File: src/rtl/learn_mode_sequencer_if.sv
// Signal bundle between the learning-mode sequencer and its neighbours:
// keyboard debouncer, song ROM, buzzer driver and LED/score display.
interface learn_mode_sequencer_if;
    logic       start;
    logic       abort;
    logic [4:0] song_len;
    logic [6:0] user_keys;
    logic [4:0] rom_addr;
    logic [3:0] rom_data;
    logic       key_on;
    logic [3:0] key;
    logic [3:0] expected_key;
    logic       expected_valid;
    logic       err_flash;
    logic       busy;
    logic       done;
    logic [7:0] hits;
    logic [7:0] misses;

    modport master (
        output start, abort, song_len, user_keys, rom_data,
        input  rom_addr, key_on, key, expected_key, expected_valid,
               err_flash, busy, done, hits, misses
    );

    modport slave (
        input  start, abort, song_len, user_keys, rom_data,
        output rom_addr, key_on, key, expected_key, expected_valid,
               err_flash, busy, done, hits, misses
    );
endinterface

File: src/rtl/learn_mode_sequencer.sv
// Learning-mode sequencer: steps through a song held in ROM, grades each key press,
// drives the buzzer, and passes the keyboard straight to the buzzer while idle.
module learn_mode_sequencer #(
    parameter int unsigned NOTE_TICKS    = 50_000_000,
    parameter int unsigned GAP_TICKS     = 25_000_000,
    parameter int unsigned ERR_TICKS     = 25_000_000,
    parameter int unsigned TIMEOUT_TICKS = 500_000_000
) (
    input  logic                  clk,
    input  logic                  rst,
    learn_mode_sequencer_if.slave bus
);
    typedef enum logic [2:0] {
        S_IDLE, S_FETCH, S_LOAD, S_WAIT, S_PLAY, S_GAP, S_ERROR, S_DONE
    } state_t;

    localparam logic [31:0] NOTE_LAST    = 32'(NOTE_TICKS - 1);
    localparam logic [31:0] GAP_LAST     = 32'(GAP_TICKS - 1);
    localparam logic [31:0] ERR_LAST     = 32'(ERR_TICKS - 1);
    localparam logic [31:0] TIMEOUT_LAST = 32'(TIMEOUT_TICKS - 1);

    state_t      state;
    logic [31:0] cnt;
    logic [4:0]  idx;
    logic [4:0]  last_idx;
    logic [6:0]  prev_keys;
    logic [4:0]  rom_addr;
    logic        key_on;
    logic [3:0]  key;
    logic [3:0]  expected_key;
    logic        expected_valid;
    logic        err_flash;
    logic        busy;
    logic        done;
    logic [7:0]  hits;
    logic [7:0]  misses;

    logic        press;
    logic        single;
    logic        match;
    logic [3:0]  key_code;

    always_comb begin
        key_code = '0;
        for (int i = 0; i < 7; i++)
            if (bus.user_keys[i]) key_code = 4'(i);
    end

    // A press is the first cycle of any non-zero keyboard pattern, so a key held
    // across state changes never counts twice.
    assign single = $onehot(bus.user_keys);
    assign press  = (bus.user_keys != '0) && (prev_keys == '0);
    assign match  = single && (key_code == expected_key);

    function automatic logic [7:0] sat_inc(input logic [7:0] v);
        return (v == 8'hFF) ? v : v + 8'd1;
    endfunction

    // State change plus the status flags that are pure functions of the new state.
    task automatic goto(input state_t s);
        state          <= s;
        cnt            <= '0;
        busy           <= !(s == S_IDLE || s == S_DONE);
        done           <= (s == S_DONE);
        expected_valid <= (s == S_WAIT);
        err_flash      <= (s == S_ERROR);
    endtask

    task automatic start_lesson();
        idx      <= '0;
        rom_addr <= '0;
        hits     <= '0;
        misses   <= '0;
        last_idx <= (bus.song_len == 5'd0) ? 5'd0 : bus.song_len - 5'd1;
        goto(S_FETCH);
    endtask

    always_ff @(posedge clk) begin
        if (rst) begin
            state          <= S_IDLE;
            cnt            <= '0;
            idx            <= '0;
            last_idx       <= '0;
            prev_keys      <= '0;
            rom_addr       <= '0;
            key_on         <= 1'b0;
            key            <= '0;
            expected_key   <= '0;
            expected_valid <= 1'b0;
            err_flash      <= 1'b0;
            busy           <= 1'b0;
            done           <= 1'b0;
            hits           <= '0;
            misses         <= '0;
        end else begin
            prev_keys <= bus.user_keys;
            key_on    <= 1'b0;
            if (bus.abort) begin
                goto(S_IDLE);
            end else begin
                case (state)
                    S_IDLE: begin
                        if (bus.start) begin
                            start_lesson();
                        end else if (single) begin
                            key_on <= 1'b1;
                            key    <= key_code;
                        end
                    end
                    S_DONE: begin
                        if (bus.start) start_lesson();
                    end
                    S_FETCH: begin
                        // rom_addr is already set on entry so a registered ROM has its
                        // data ready by LOAD; rewriting it here keeps the two in step.
                        rom_addr <= idx;
                        goto(S_LOAD);
                    end
                    S_LOAD: begin
                        expected_key <= bus.rom_data;
                        goto(S_WAIT);
                    end
                    S_WAIT: begin
                        cnt <= cnt + 32'd1;
                        if (press) begin
                            if (match) begin
                                hits   <= sat_inc(hits);
                                key_on <= 1'b1;
                                key    <= expected_key;
                                goto(S_PLAY);
                            end else begin
                                misses <= sat_inc(misses);
                                goto(S_ERROR);
                            end
                        end else if (cnt == TIMEOUT_LAST) begin
                            misses <= sat_inc(misses);
                            goto(S_ERROR);
                        end
                    end
                    S_PLAY: begin
                        cnt <= cnt + 32'd1;
                        if (cnt == NOTE_LAST) goto(S_GAP);
                        else key_on <= 1'b1;
                    end
                    S_GAP: begin
                        cnt <= cnt + 32'd1;
                        if (cnt == GAP_LAST) begin
                            if (idx == last_idx) begin
                                goto(S_DONE);
                            end else begin
                                idx      <= idx + 5'd1;
                                rom_addr <= idx + 5'd1;
                                goto(S_FETCH);
                            end
                        end
                    end
                    S_ERROR: begin
                        cnt <= cnt + 32'd1;
                        if (cnt == ERR_LAST) goto(S_WAIT);
                    end
                    default: goto(S_IDLE);
                endcase
            end
        end
    end

    assign bus.rom_addr       = rom_addr;
    assign bus.key_on         = key_on;
    assign bus.key            = key;
    assign bus.expected_key   = expected_key;
    assign bus.expected_valid = expected_valid;
    assign bus.err_flash      = err_flash;
    assign bus.busy           = busy;
    assign bus.done           = done;
    assign bus.hits           = hits;
    assign bus.misses         = misses;
endmodule

File: src/flat_wrapper.sv
// flat-port wrapper written by rule: the top's interface ports become plain ports
module learn_mode_sequencer_flat 
#(
    parameter int unsigned NOTE_TICKS    = 50_000_000,
    parameter int unsigned GAP_TICKS     = 25_000_000,
    parameter int unsigned ERR_TICKS     = 25_000_000,
    parameter int unsigned TIMEOUT_TICKS = 500_000_000
)
  (clk, rst, bus_start, bus_abort, bus_song_len, bus_user_keys, bus_rom_data, bus_rom_addr, bus_key_on, bus_key, bus_expected_key, bus_expected_valid, bus_err_flash, bus_busy, bus_done, bus_hits, bus_misses);
  learn_mode_sequencer_if bus_i ();
  input  logic clk;
  input  logic rst;
  input wire logic [$bits(bus_i.start)-1:0] bus_start;
  input wire logic [$bits(bus_i.abort)-1:0] bus_abort;
  input wire logic [$bits(bus_i.song_len)-1:0] bus_song_len;
  input wire logic [$bits(bus_i.user_keys)-1:0] bus_user_keys;
  input wire logic [$bits(bus_i.rom_data)-1:0] bus_rom_data;
  output wire logic [$bits(bus_i.rom_addr)-1:0] bus_rom_addr;
  output wire logic [$bits(bus_i.key_on)-1:0] bus_key_on;
  output wire logic [$bits(bus_i.key)-1:0] bus_key;
  output wire logic [$bits(bus_i.expected_key)-1:0] bus_expected_key;
  output wire logic [$bits(bus_i.expected_valid)-1:0] bus_expected_valid;
  output wire logic [$bits(bus_i.err_flash)-1:0] bus_err_flash;
  output wire logic [$bits(bus_i.busy)-1:0] bus_busy;
  output wire logic [$bits(bus_i.done)-1:0] bus_done;
  output wire logic [$bits(bus_i.hits)-1:0] bus_hits;
  output wire logic [$bits(bus_i.misses)-1:0] bus_misses;
  assign bus_i.start = bus_start;
  assign bus_i.abort = bus_abort;
  assign bus_i.song_len = bus_song_len;
  assign bus_i.user_keys = bus_user_keys;
  assign bus_i.rom_data = bus_rom_data;
  assign bus_rom_addr = bus_i.rom_addr;
  assign bus_key_on = bus_i.key_on;
  assign bus_key = bus_i.key;
  assign bus_expected_key = bus_i.expected_key;
  assign bus_expected_valid = bus_i.expected_valid;
  assign bus_err_flash = bus_i.err_flash;
  assign bus_busy = bus_i.busy;
  assign bus_done = bus_i.done;
  assign bus_hits = bus_i.hits;
  assign bus_misses = bus_i.misses;
  learn_mode_sequencer #(.NOTE_TICKS(NOTE_TICKS), .GAP_TICKS(GAP_TICKS), .ERR_TICKS(ERR_TICKS), .TIMEOUT_TICKS(TIMEOUT_TICKS)) u_core (.clk(clk), .rst(rst), .bus(bus_i));
endmodule
File: config.mk
export PLATFORM = sky130hd
export DESIGN_NAME = learn_mode_sequencer_flat
export DESIGN_NICKNAME = d
export VERILOG_FILES = /design/src/rtl/learn_mode_sequencer_if.sv /design/src/rtl/learn_mode_sequencer.sv /design/src/flat_wrapper.sv
export SDC_FILE = /design/constraint.sdc
export NUM_CORES = 1
export LEC_CHECK = 0
export ABC_CLOCK_PERIOD_IN_PS = 3950
export CORE_MARGIN = 2
export CORE_UTILIZATION = 40
export CTS_BUF_LIST = sky130_fd_sc_hd__clkbuf_2
export CTS_CLUSTER_DIAMETER = 120
export DETAILED_ROUTE_END_ITERATION = 10
export PLACE_DENSITY = 0.66
export REMOVE_ABC_BUFFERS = 1
export SETUP_SLACK_MARGIN = 0.2
export SYNTH_ARGS = -nofsm -noshare
export SYNTH_HDL_FRONTEND = slang
export SYNTH_SLANG_ARGS = --single-unit
File: constraint.sdc
create_clock -name clk -period 3.95 [get_ports clk]
set_input_delay 0.9875 -clock clk [delete_from_list [all_inputs] [get_ports clk]]
set_output_delay 0.9875 -clock clk [all_outputs]
set_load 0.02 [all_outputs]
==> results.json <==
{
  "status": "finished, violations left",
  "violations": "DRC",
  "rsz0062_at_grt": "false",
  "firstDrtPassIters": 8,
  "cap_violations": 0,
  "layout.cells.non_filler": 796,
  "place_congestion": 0.843,
  "critPathRequiredTime_ps": 4410,
  "hold_path.class": "flip-flop to flip-flop",
  "hp-start": "u_core.bus.rom_addr[1]$_SDFFE_PP0P_",
  "max_freq_ghz": 0.272,
  "final_area_sq_um": 5780,
  "syn_avg_cell_area_sq_um": 8.25,
  "p_int_uw": 1240,
  "netlist_area_sq_um": 4750,
  "root_buffer": "clkbuf_2",
  "critical_path.endpoint_type": "flip-flop",
  "crit_path_end": "u_core.bus.misses[2]$_SDFFE_PP0P_",
  "areaGrowthSynthToFinish_pct": 21.5,
  "critical_path_class": "primary input to flip-flop",
  "skew_ps": 33.9,
  "report.final.setup_viol": 0,
  "htree_levels": 3,
  "r2r-end": "u_core.cnt[30]$_SDFFE_PP0P_",
  "finalHoldViolCount": 0,
  "combPwrFrac_pct": 11.3,
  "startpoint": "bus_user_keys[4]",
  "vias": 4388,
  "initial_utilization_pct": 41.3,
  "clk_path_buf_depth": 2,
  "power_per_cell_area_nw_per_um2": 289,
  "wl_per_cell_um": 14.6,
  "clkSlewWorstSetupHoldPaths_ps": 250,
  "ys_async_sr_fraction_pct": 0,
  "slew_headroom_pct": 36.7,
  "dieArea_sq_um": 12800,
  "insertion_delay_ps": 570,
  "antenna_found_initial": 0,
  "ys_seq_area_share_pct": 36.2,
  "ys_seq_elements": 86,
  "crit_path_start_kind": "primary input",
  "pwr-share-clk_pct": 35.3,
  "hold-worst-slack_ps": 474,
  "clock-sinks": 86,
  "drc": 12,
  "fp.coreArea_sq_um": 11500,
  "ys_types": 64,
  "placed_area_sq_um": 5570,
  "cts_buffers": 9,
  "r2r_start": "u_core.cnt[0]$_SDFFE_PP0P_",
  "track_usage_pct": 19.0,
  "globalRoute.totalOverflow": 0,
  "finalWirelength_um": 11600,
  "fin_crit_sh_pct": 93.0,
  "p_leak_uw": 0.00208,
  "dp_hpwl_um": 8450,
  "fp.dieW_um": 113,
  "power_frac_seq_pct": 53.3,
  "drt_iter0_drc": 326,
  "max_slew.worst_pin.slew_ps": 942,
  "final_max_slew_viol_count": 0,
  "cts_tree": "yes",
  "vias_per_cell": 5.51,
  "grt_pass1_vias": 4301,
  "min_period_ps": 3670,
  "r2r_slack_ps": 890,
  "grt_pass1_wl_um": 20200,
  "p_sw_uw": 427,
  "syn_inst": 576,
  "die_h_um": 113,
  "num_rows": 39,
  "drive_gt1_share_pct": 10.7,
  "ir_drop_mv": 0.240,
  "cp_max_fo": 5,
  "fin_nets": 683,
  "p_sw_share_pct": 25.5,
  "synth-edff-count": 0,
  "worstRegToRegCells": 8,
  "utilization_pct": 50.2,
  "yosys_most_used_dff": "dfxtp_1",
  "ant_nets": 0,
  "grt_max_degree": 45,
  "placed_cells": 777,
  "io_pins": 54,
  "numPortBuffers": 53,
  "yosysWarnings": 0,
  "critical_path_arrival_ps": 4130,
  "power_uw": 1670
}
worst min path at each step:
stage	end	slack [ps]	cells past startpoint
after detailed placement	u_core.bus.rom_addr[1]$_SDFFE_PP0P_	450	2
after global placement	u_core.bus.rom_addr[1]$_SDFFE_PP0P_	440	2
final	u_core.bus.rom_addr[1]$_SDFFE_PP0P_	470	2
after CTS	u_core.bus.rom_addr[1]$_SDFFE_PP0P_	480	2
after floorplan	u_core.last_idx[4]$_SDFFE_PP0P_	450	2
after global routing	u_core.bus.rom_addr[0]$_SDFFE_PP0P_	500	2
synthesized netlist by cell type (all sizes together), types with 7 or more instances:
cell    number  area share (%)
dfxtp       86              36
nor2        81             6.4
nand2       47             3.7
xor2        34             6.3
inv         28             2.2
nand3       27             2.8
a21oi       19             2.0
o21ai       19             2.0
clkbuf      17             1.3
nor3        17             1.8
mux2i       14             2.9
ha          13             3.4
a31oi       11             1.4
and2        11             1.4
nand4       11             1.4
xnor2       10             1.8
and3         8             1.1
nand2b       8             1.1
or3          8             1.1
nor2b        7            0.92
nor4         7            0.92
logic make-up after synthesis:
family                   synth area share [%]
adder cells (fa/ha/maj)                  4.92
multiplexers                             3.18
buffers and inverters                    4.32
XOR/XNOR                                 8.11
AO/OA/AOI/OAI                            13.8
AND/OR/NAND/NOR                          29.5
flip-flops                               36.2
area by class of cell:
cell class                      count  area (sq um)
Fill cell                        1115          5740
Antenna cell                        1          2.50
Inverter                           28           105
Timing Repair Buffer               83           754
Multi-Input combinational cell    439          2850
Tap cell                          143           179
Clock inverter                      7           121
Sequential cell                    86          1720
Clock buffer                        9          45.0
worst max-delay path, cell delays in order:
cell	delay (ps)
clkdlybuf4s50_1	490
ha_1	150
inv_1	40
fa_1	430
inv_1	110
fa_2	450
nand3b_1	240
a2111oi_4	400
buf_6	180
a2111oi_2	80
nand3_1	140
or3b_2	440
repair_timing:
action                                  CTS  global route
pin swaps                                 5             5
endpoints found under the setup margin   18            22
cloned                                    1             0
gates resized for setup                   6            13
hold buffers                              0             0
buffers inserted                          1             0
cell usage in the layout, fill, tap and decap left out, types with 6 or more instances in the layout:
master,count
buf_4,28
nand3_1,26
clkdlybuf4s50_1,48
and2_1,10
ha_1,12
nand3b_1,6
a21oi_1,19
nand4b_1,6
or4_1,6
xor2_1,34
a31oi_1,11
nor3_1,17
nand2b_1,8
nor4_1,6
mux2i_1,14
inv_1,24
nor2_1,81
xnor2_1,10
and3_1,8
o21ai_0,19
nand2_1,47
nor2b_1,7
or3_1,8
nand4_1,11
dfxtp_1,86
clkbuf_2,11
metrics by stage:
step / setup TNS [ps] / setup slack [ps]
after CTS: 0 / 164
after global routing: 0 / 205
after global placement: -9940 / -578
final: 0 / 278
after detailed placement: -11940 / -667
after floorplan: -206 / -113
layer usage:
metal | track usage (%) | part of all wire (%) | vias to the layer above
met5 | 0 | 0 | -
met4 | 7.24 | 2.1 | 0
met3 | 3.21 | 3.8 | 19
met2 | 30.2 | 46 | 96
met1 | 25.8 | 48 | 2091
li1 | - | - | 2182
sequential cells by signal, summed over array words and instances, names as in the netlist:
register	flops
u_core.bus.busy	1
u_core.bus.done	1
u_core.bus.err_flash	1
u_core.bus.expected_key	4
u_core.bus.expected_valid	1
u_core.bus.hits	8
u_core.bus.key	4
u_core.bus.key_on	1
u_core.bus.misses	8
u_core.bus.rom_addr	5
u_core.cnt	32
u_core.idx	5
u_core.last_idx	5
u_core.prev_keys	7
u_core.state	3
power groups by stage:
stage / Sequential (uW) / Clock (uW) / Combinational [uW]
final: 891 / 590 / 190
after global routing: 894 / 648 / 208
after CTS: 892 / 612 / 184
after detailed placement: 908 / 0 / 181
after global placement: 907 / 0 / 177
after floorplan: 910 / 0 / 90.8
Note: power is estimated with default switching activity, not from simulation.
